==> config.mk <==
export PLATFORM = sky130hd
export DESIGN_NAME = twenty_bit_or_arbiter
export DESIGN_NICKNAME = d
export VERILOG_FILES = /design/src/rtl/twenty_bit_or_arbiter_pkg.sv /design/src/rtl/twenty_bit_bitwise_or.sv /design/src/rtl/twenty_bit_or_arbiter.sv
export SDC_FILE = /design/constraint.sdc
export NUM_CORES = 1
export LEC_CHECK = 0
export ABC_AREA = 1
export CAP_MARGIN = 20
export CELL_PAD_IN_SITES_DETAIL_PLACEMENT = 1
export CELL_PAD_IN_SITES_GLOBAL_PLACEMENT = 2
export CORE_MARGIN = 3
export CORE_UTILIZATION = 17
export DETAILED_ROUTE_END_ITERATION = 16
export GPL_ROUTABILITY_DRIVEN = 0
export GPL_TIMING_DRIVEN = 0
export PLACE_DENSITY_LB_ADDON = 0.3
export SLEW_MARGIN = 20
export SYNTH_ARGS = -nofsm -noshare
export SYNTH_HDL_FRONTEND = slang
export SYNTH_SLANG_ARGS = --single-unit
==> constraint.sdc <==
create_clock -name clk -period 2.3 [get_ports clk]
set_input_delay 0.46 -clock clk [delete_from_list [all_inputs] [get_ports clk]]
set_output_delay 0.46 -clock clk [all_outputs]
set_load 0.005 [all_outputs]
==> src/rtl/twenty_bit_or_arbiter_pkg.sv <==
// ----------------------------------------------------------------------------
// twenty_bit_or_arbiter_pkg
// Shared definitions for the twenty-bit OR arbiter:
//   - `ST_IDLE / `ST_RESP : FSM encodings
//   - `DW                 : datapath width (20)
//   - state_t             : typed FSM state built on the encodings above
//   - DW                  : datapath width as a package localparam
// No ports (package only).
// ----------------------------------------------------------------------------
`ifndef TWENTY_BIT_OR_ARBITER_DEFS
`define TWENTY_BIT_OR_ARBITER_DEFS
`define ST_IDLE 1'b0
`define ST_RESP 1'b1
`define DW 20
`endif

package twenty_bit_or_arbiter_pkg;

   localparam int DW = `DW;

   typedef enum logic {
      ST_IDLE = `ST_IDLE,
      ST_RESP = `ST_RESP
   } state_t;

endpackage

==> src/rtl/twenty_bit_bitwise_or.sv <==
// ----------------------------------------------------------------------------
// twenty_bit_bitwise_or
// Purely combinational 20-bit bitwise OR.
// Ports:
//   i0 : input  [DW-1:0]  operand A
//   i1 : input  [DW-1:0]  operand B
//   s  : output [DW-1:0]  i0 | i1
// ----------------------------------------------------------------------------
module twenty_bit_bitwise_or
   import twenty_bit_or_arbiter_pkg::*;
(
   input  logic [DW-1:0] i0,
   input  logic [DW-1:0] i1,
   output logic [DW-1:0] s
);

   assign s = i0 | i1;

endmodule

==> src/rtl/twenty_bit_or_arbiter.sv <==
// ----------------------------------------------------------------------------
// twenty_bit_or_arbiter
// Round-robin arbiter sharing one 20-bit OR unit among NUM_REQ requesters.
// One operand pair is accepted per grant; the result is registered and
// returned one cycle later tagged with the requester index.
// Ports:
//   clk        : input             system clock (rising edge)
//   rst_n      : input             asynchronous active-low reset
//   req_valid  : input  [NUM_REQ]  per-requester operand valid
//   req_ready  : output [NUM_REQ]  per-requester accept, one-hot or zero
//   req_a      : input  [NUM_REQ*20] operand A, requester k at [20k+19:20k]
//   req_b      : input  [NUM_REQ*20] operand B, same packing
//   rsp_valid  : output            result valid
//   rsp_ready  : input             consumer accepts result
//   rsp_data   : output [20]       registered a|b of the granted request
//   rsp_id     : output [ID_W]     requester index of rsp_data
//   op_count   : output [CNT_W]    completed responses, wrapping
// ----------------------------------------------------------------------------
module twenty_bit_or_arbiter
   import twenty_bit_or_arbiter_pkg::*;
#(
   parameter int NUM_REQ = 4,
   parameter int ID_W    = 2,
   parameter int CNT_W   = 16
) (
   input  logic                  clk,
   input  logic                  rst_n,
   input  logic [NUM_REQ-1:0]    req_valid,
   output logic [NUM_REQ-1:0]    req_ready,
   input  logic [NUM_REQ*DW-1:0] req_a,
   input  logic [NUM_REQ*DW-1:0] req_b,
   output logic                  rsp_valid,
   input  logic                  rsp_ready,
   output logic [DW-1:0]         rsp_data,
   output logic [ID_W-1:0]       rsp_id,
   output logic [CNT_W-1:0]      op_count
);

   state_t          state_reg, state_next;
   logic [ID_W-1:0] rr_ptr_reg;
   logic [DW-1:0]   rsp_data_reg;
   logic [ID_W-1:0] rsp_id_reg;
   logic [CNT_W-1:0] op_count_reg;

   logic [ID_W-1:0] grant;
   logic [ID_W-1:0] idx;
   logic            no_grant;
   logic            can_accept;
   logic            accept;
   logic            rsp_done;
   logic [DW-1:0]   a_mux, b_mux, or_out;

   // Round-robin search starting at rr_ptr. Walking the offsets from the
   // far end back to zero lets the closest valid requester overwrite the
   // others, so the last assignment is the winner. NUM_REQ is a power of
   // two, so the ID_W-bit add wraps modulo NUM_REQ by itself.
   always_comb begin
      grant    = '0;
      no_grant = 1'b1;
      idx      = '0;
      for (int i = NUM_REQ - 1; i >= 0; i--) begin
         idx = rr_ptr_reg + ID_W'(i);
         if (req_valid[idx]) begin
            grant    = idx;
            no_grant = 1'b0;
         end
      end
   end

   assign can_accept = (state_reg == ST_IDLE) || ((state_reg == ST_RESP) && rsp_ready);
   // Reset gates the handshake so nothing is offered while rst_n is low.
   assign accept     = rst_n && can_accept && !no_grant;
   assign rsp_valid  = (state_reg == ST_RESP);
   assign rsp_done   = rsp_valid && rsp_ready;

   always_comb begin
      req_ready        = '0;
      req_ready[grant] = accept;
   end

   assign a_mux = req_a[grant*DW +: DW];
   assign b_mux = req_b[grant*DW +: DW];

   twenty_bit_bitwise_or u_or (
      .i0 (a_mux),
      .i1 (b_mux),
      .s  (or_out)
   );

   always_comb begin
      state_next = state_reg;
      case (state_reg)
         ST_IDLE: if (accept) state_next = ST_RESP;
         ST_RESP: begin
            if (accept)         state_next = ST_RESP;
            else if (rsp_ready) state_next = ST_IDLE;
         end
         default: state_next = ST_IDLE;
      endcase
   end

   always_ff @(posedge clk or negedge rst_n) begin
      if (!rst_n) begin
         state_reg    <= ST_IDLE;
         rr_ptr_reg   <= '0;
         rsp_data_reg <= '0;
         rsp_id_reg   <= '0;
         op_count_reg <= '0;
      end else begin
         state_reg <= state_next;
         if (accept) begin
            rsp_data_reg <= or_out;
            rsp_id_reg   <= grant;
            rr_ptr_reg   <= grant + ID_W'(1);
         end
         // An accept overlapping a response handshake is still one completion.
         if (rsp_done) op_count_reg <= op_count_reg + CNT_W'(1);
      end
   end

   assign rsp_data = rsp_data_reg;
   assign rsp_id   = rsp_id_reg;
   assign op_count = op_count_reg;

endmodule

==> results by stage <==
Global route:
- Global routing consumed, over all layers together, 14.9% of the routing resources.
- The total congestion overflow after global routing is 0.
- The number of antenna violations at the first check in global routing is 0.
- The largest net degree at the start of global routing is 26.
- The first global-routing pass estimated 23300 um of wire.
- The via count of the first global-routing pass is 4434.

Place:
- The post-placement setup slack is -1.11 ns.
- Once detailed placement completed, the half-perimeter wirelength came to 11900 um.
- Including well taps, the total number of placed cells is 908.
- The quantity of I/O buffers inserted on ports is 209.

Synthesis:
- In this run the cell area of the synthesized design comes to 0.00306 mm^2.
- Summed over its instances, the top area cell type makes up 33.5% of the synthesized netlist area.
- Of the synthesized area, sequential elements account for 33.5%.
- By area, the combinational part of the netlist is dominated by simple AND/OR/NAND/NOR gates.
- The number of storage elements in the synthesis netlist is 41.
- The largest total area in the synthesized netlist belongs to sky130_fd_sc_hd__dfrtp_1.
- By area the synthesized netlist is led by sky130_fd_sc_hd__dfrtp_1, sky130_fd_sc_hd__nand2_1, sky130_fd_sc_hd__nand3_1, sky130_fd_sc_hd__nor2_1, sky130_fd_sc_hd__nand3_2.
- The synthesized netlist devotes 49.7% of its cell area to simple gates.
- The proportion of synthesized area in mux cells is 0%.
- The share of the synthesized netlist area taken by xor and xnor gates is 4.57%.
- The number of unique standard cell types used by synthesis is 23.
- Summing the areas of all fa, ha and maj instances in the mapped netlist gives 2.04% of the synthesized area.
- The mean area per synthesized cell is 6.48 um^2.
- The total nets after synthesis is 645.
- The gate count after technology mapping is 473.
- The synthesis warning total is 0.
- Summing the areas of all compound-gate instances in the mapped netlist gives 1.43% of the synthesized area.

Die:
- 210 I/O pins were placed.
- The die is 140 um tall.
- The floorplan die area is 0.0197 mm^2.
- After floorplanning, the core was divided into 48 placement rows.
- The effective utilization at floorplan is 17.5%.
- The core region is 0.0175 mm^2.
- The die outline width is 140 um.

CTS:
- The TritonCTS clock tree is built.
- The number of hold buffers added after CTS is 0.
- The number of H-tree levels is 2.
- Clock-pin slew was measured on the worst setup and hold paths at 0.06 ns.
- Clock latency on the worst-skew pair, taken at its later pin, is 0.29 ns.
- In this run the deepest clock path goes through 2 buffers.
- The clock root buffer is sky130_fd_sc_hd__clkbuf_16.
- The number of CTS-inserted buffers is 5.
- Clock tree synthesis found a total of 41 sinks.

Timing:
- Setup repair after global routing could not meet its margin everywhere.
- The count of final max-slew check failures was 0.
- The highest clock rate is 0.405 GHz.
- The number of hold violations in the final report came to 0.
- Summed over all failing endpoints, the final setup total negative slack is -0.578 ns.
- The portion of the clock cycle consumed by the worst path in the final layout is 107%.
- The pin slew with the least headroom to its limit is 0.470 ns.
- The remaining max-slew budget at the tightest pin is 68.7%.
- The worst hold-check slack is 0.123 ns.
- In the post-route analysis, the smallest setup slack over all paths is -0.167 ns.
- The setup skew after layout is 0.00280 ns.
- Setup violations remaining at the end of the flow were counted as 4.
- The minimum period implied by the final worst setup slack is 2.47 ns.

Run status:
- The flow ran to the end, but the final reports show violations.
- The final reports fail on negative setup slack.

Cells and area:
- The post-route netlist has 16.2% of its cells at a drive strength greater than 1.
- After the flow finishes, the layout carries non-filler instances totaling 939.
- The number of diodes added for antenna fixing is 0.
- The final layout contains 885 nets.
- The flip-flop count of the largest register after layout is 20.
- The area overhead of the layout relative to synthesis is 97.7%.

Worst hold path:
- In this run the worst hold path is classified as input port to asynchronous set/reset pin.

Job:
- The count of maximum capacitance violations is 0.

Worst setup path:
- The class of the most critical setup path is flip-flop to output port.
- STA puts the critical path data required time at 1.84 ns.
- Walking the worst path, the cells encountered are buf_8, nand2_4, nand3_4, nand3b_1, nand3b_1, nand2_2, buf_6, inv_8, ha_4, inv_2, nor2_1, buf_2.
- The worst setup path is captured at an output port.
- The number of buffers and inverters on the critical path is 5.
- The maximum fanout along the worst path is 5.
- The cell seen most often among critical-path stages is sky130_fd_sc_hd__nand3b_1.
- The delay of the slowest critical-path stage is 0.45 ns.
- At the worst endpoint, the arrival time is 2.01 ns.
- The slowest stage of the critical path belongs to the cell sky130_fd_sc_hd__dfrtp_2.
- The family of cells with the greatest summed delay on the critical path is simple AND/OR/NAND/NOR gates.
- The worst setup path is launched from a flip-flop.

Pwr:
- For this design the static power due to leakage is 2.75 nW.
- The worst ir drop on vdd is 0.538 mV.
- The power per cell area is 1230 mW/mm^2.

Drt:
- The wire length reported by the detailed router is 15100 um.
- The detailed-route via count is 3956.
- The residual DRC count is 0.
- Using the TritonRoute via totals, the vias-per-cell ratio works out to 4.21.
- The number of DRC violations after detailed-routing iteration 0 is 86.
- In the final routed layout, each cell accounts on average for 16.1 um.
- Once detail routing completed, the nets flagged for antenna violations numbered 0.
- The first detailed-routing pass took 4 iterations.
-- power breakdown --
| group | leakage, nW | switching [mW] | total (mW) | internal (mW) |
|---|---|---|---|---|
| clock network | 0.0944 | 0.311 | 0.937 | 0.626 |
| logic | 2.16 | 2.89 | 5.32 | 2.43 |
| registers | 0.492 | 0.213 | 1.22 | 1.01 |
| total | 2.75 | 3.41 | 7.48 | 4.06 |
-- kinds of logic (layout without fill, tap and decap cells) --
group           count (synthesis)  count (layout)
flops                          41              41
buf+inv                        53             294
compound gates                  6               6
fa+ha+maj                       5               5
simple gates                  352             352
xor+xnor                       16              16
-- worst reg2reg max path: cells and delay by family, from the launching register on --
family / cells / cell delay, ns
and+or+nand+nor: 9 / 0.68
DFF: 1 / 0.45
buffers and inverters: 5 / 0.71
xor gates and xnor gates: 1 / 0.15
-- synth_stat cells, drive strengths merged --
| cell | number |
|---|---|
| o21a | 1 |
| nor3b | 2 |
| xor2 | 13 |
| ha | 5 |
| inv | 32 |
| nand4 | 2 |
| nand3 | 88 |
| o21ai | 3 |
| nor2 | 97 |
| nor3 | 1 |
| nor4 | 1 |
| a21oi | 2 |
| dfrtp | 41 |
| buf | 21 |
| nand3b | 2 |
| xnor2 | 3 |
| nand2 | 159 |
-- per-layer routing --
metal  wire length [um]  up-vias  track usage [%]
li1                   -     1958                -
met1               6120     1845             17.6
met2               7700      133             27.1
met3                990       20             3.62
met4                327        0             3.88
met5                  0        -                0
-- repair_timing --
item | 4_1_cts | 5_1_grt
gates cloned | 1 | 0
pin swaps | 19 | 18
gates resized for setup | 63 | 33
setup buffers | 20 | 5
setup endpoints to repair | 5 | 7
-- layout make-up --
type                            instances  area [um^2]
Tap cell                              225          282
Buffer                                 18          153
Multi-Input combinational cell        379         1980
Sequential cell                        41         1030
Timing Repair Buffer                  236         2290
Fill cell                            2113        11400
Clock buffer                            5          125
Inverter                               32          133
Clock inverter                          3         68.8
-- cells in the final DEF, fill, tap and decap left out, drive strengths merged --
master and instances:
a21oi 2, buf 50, bufinv 2, clkbuf 5, clkdlybuf4s50 200, dfrtp 41, dlygate4sd2 4, ha 5
inv 33, nand2 159, nand3 88, nand3b 2, nand4 2, nor2 97, nor3 1, nor3b 2
nor4 1, o21a 1, o21ai 3, xnor2 3, xor2 13
-- path summary, 6_finish.rpt --
| path | start | end | slack, ns | depth (start not counted) |
|---|---|---|---|---|
| min in group clk | rsp_data[9] | rsp_data[9] | 0.48 | 2 |
| setup / recovery | rr_ptr_reg[0] | req_ready[1] | -0.17 | 12 |
| max in group asynchronous | rst_n | rsp_data[14] | 1.68 | 2 |
| hold reg to reg | rsp_data[9] | rsp_data[9] | 0.48 | 2 |
| setup reg to reg | rr_ptr_reg[0] | rsp_data[18] | 0.22 | 15 |
| hold / removal | rst_n | op_count[1] | 0.12 | 1 |
-- stage by stage --
stage	area, um^2	util (%)	power [mW]
6_report	6060	34.7	7.48
5_1_grt	6060	34.7	8.12
2_1_floorplan	3060	-	3.60
3_5_place_dp	5450	31.2	5.51
3_3_place_gp	5440	31.1	5.46
4_1_cts	5910	33.8	7.28
(Power assumes the default switching activity.)
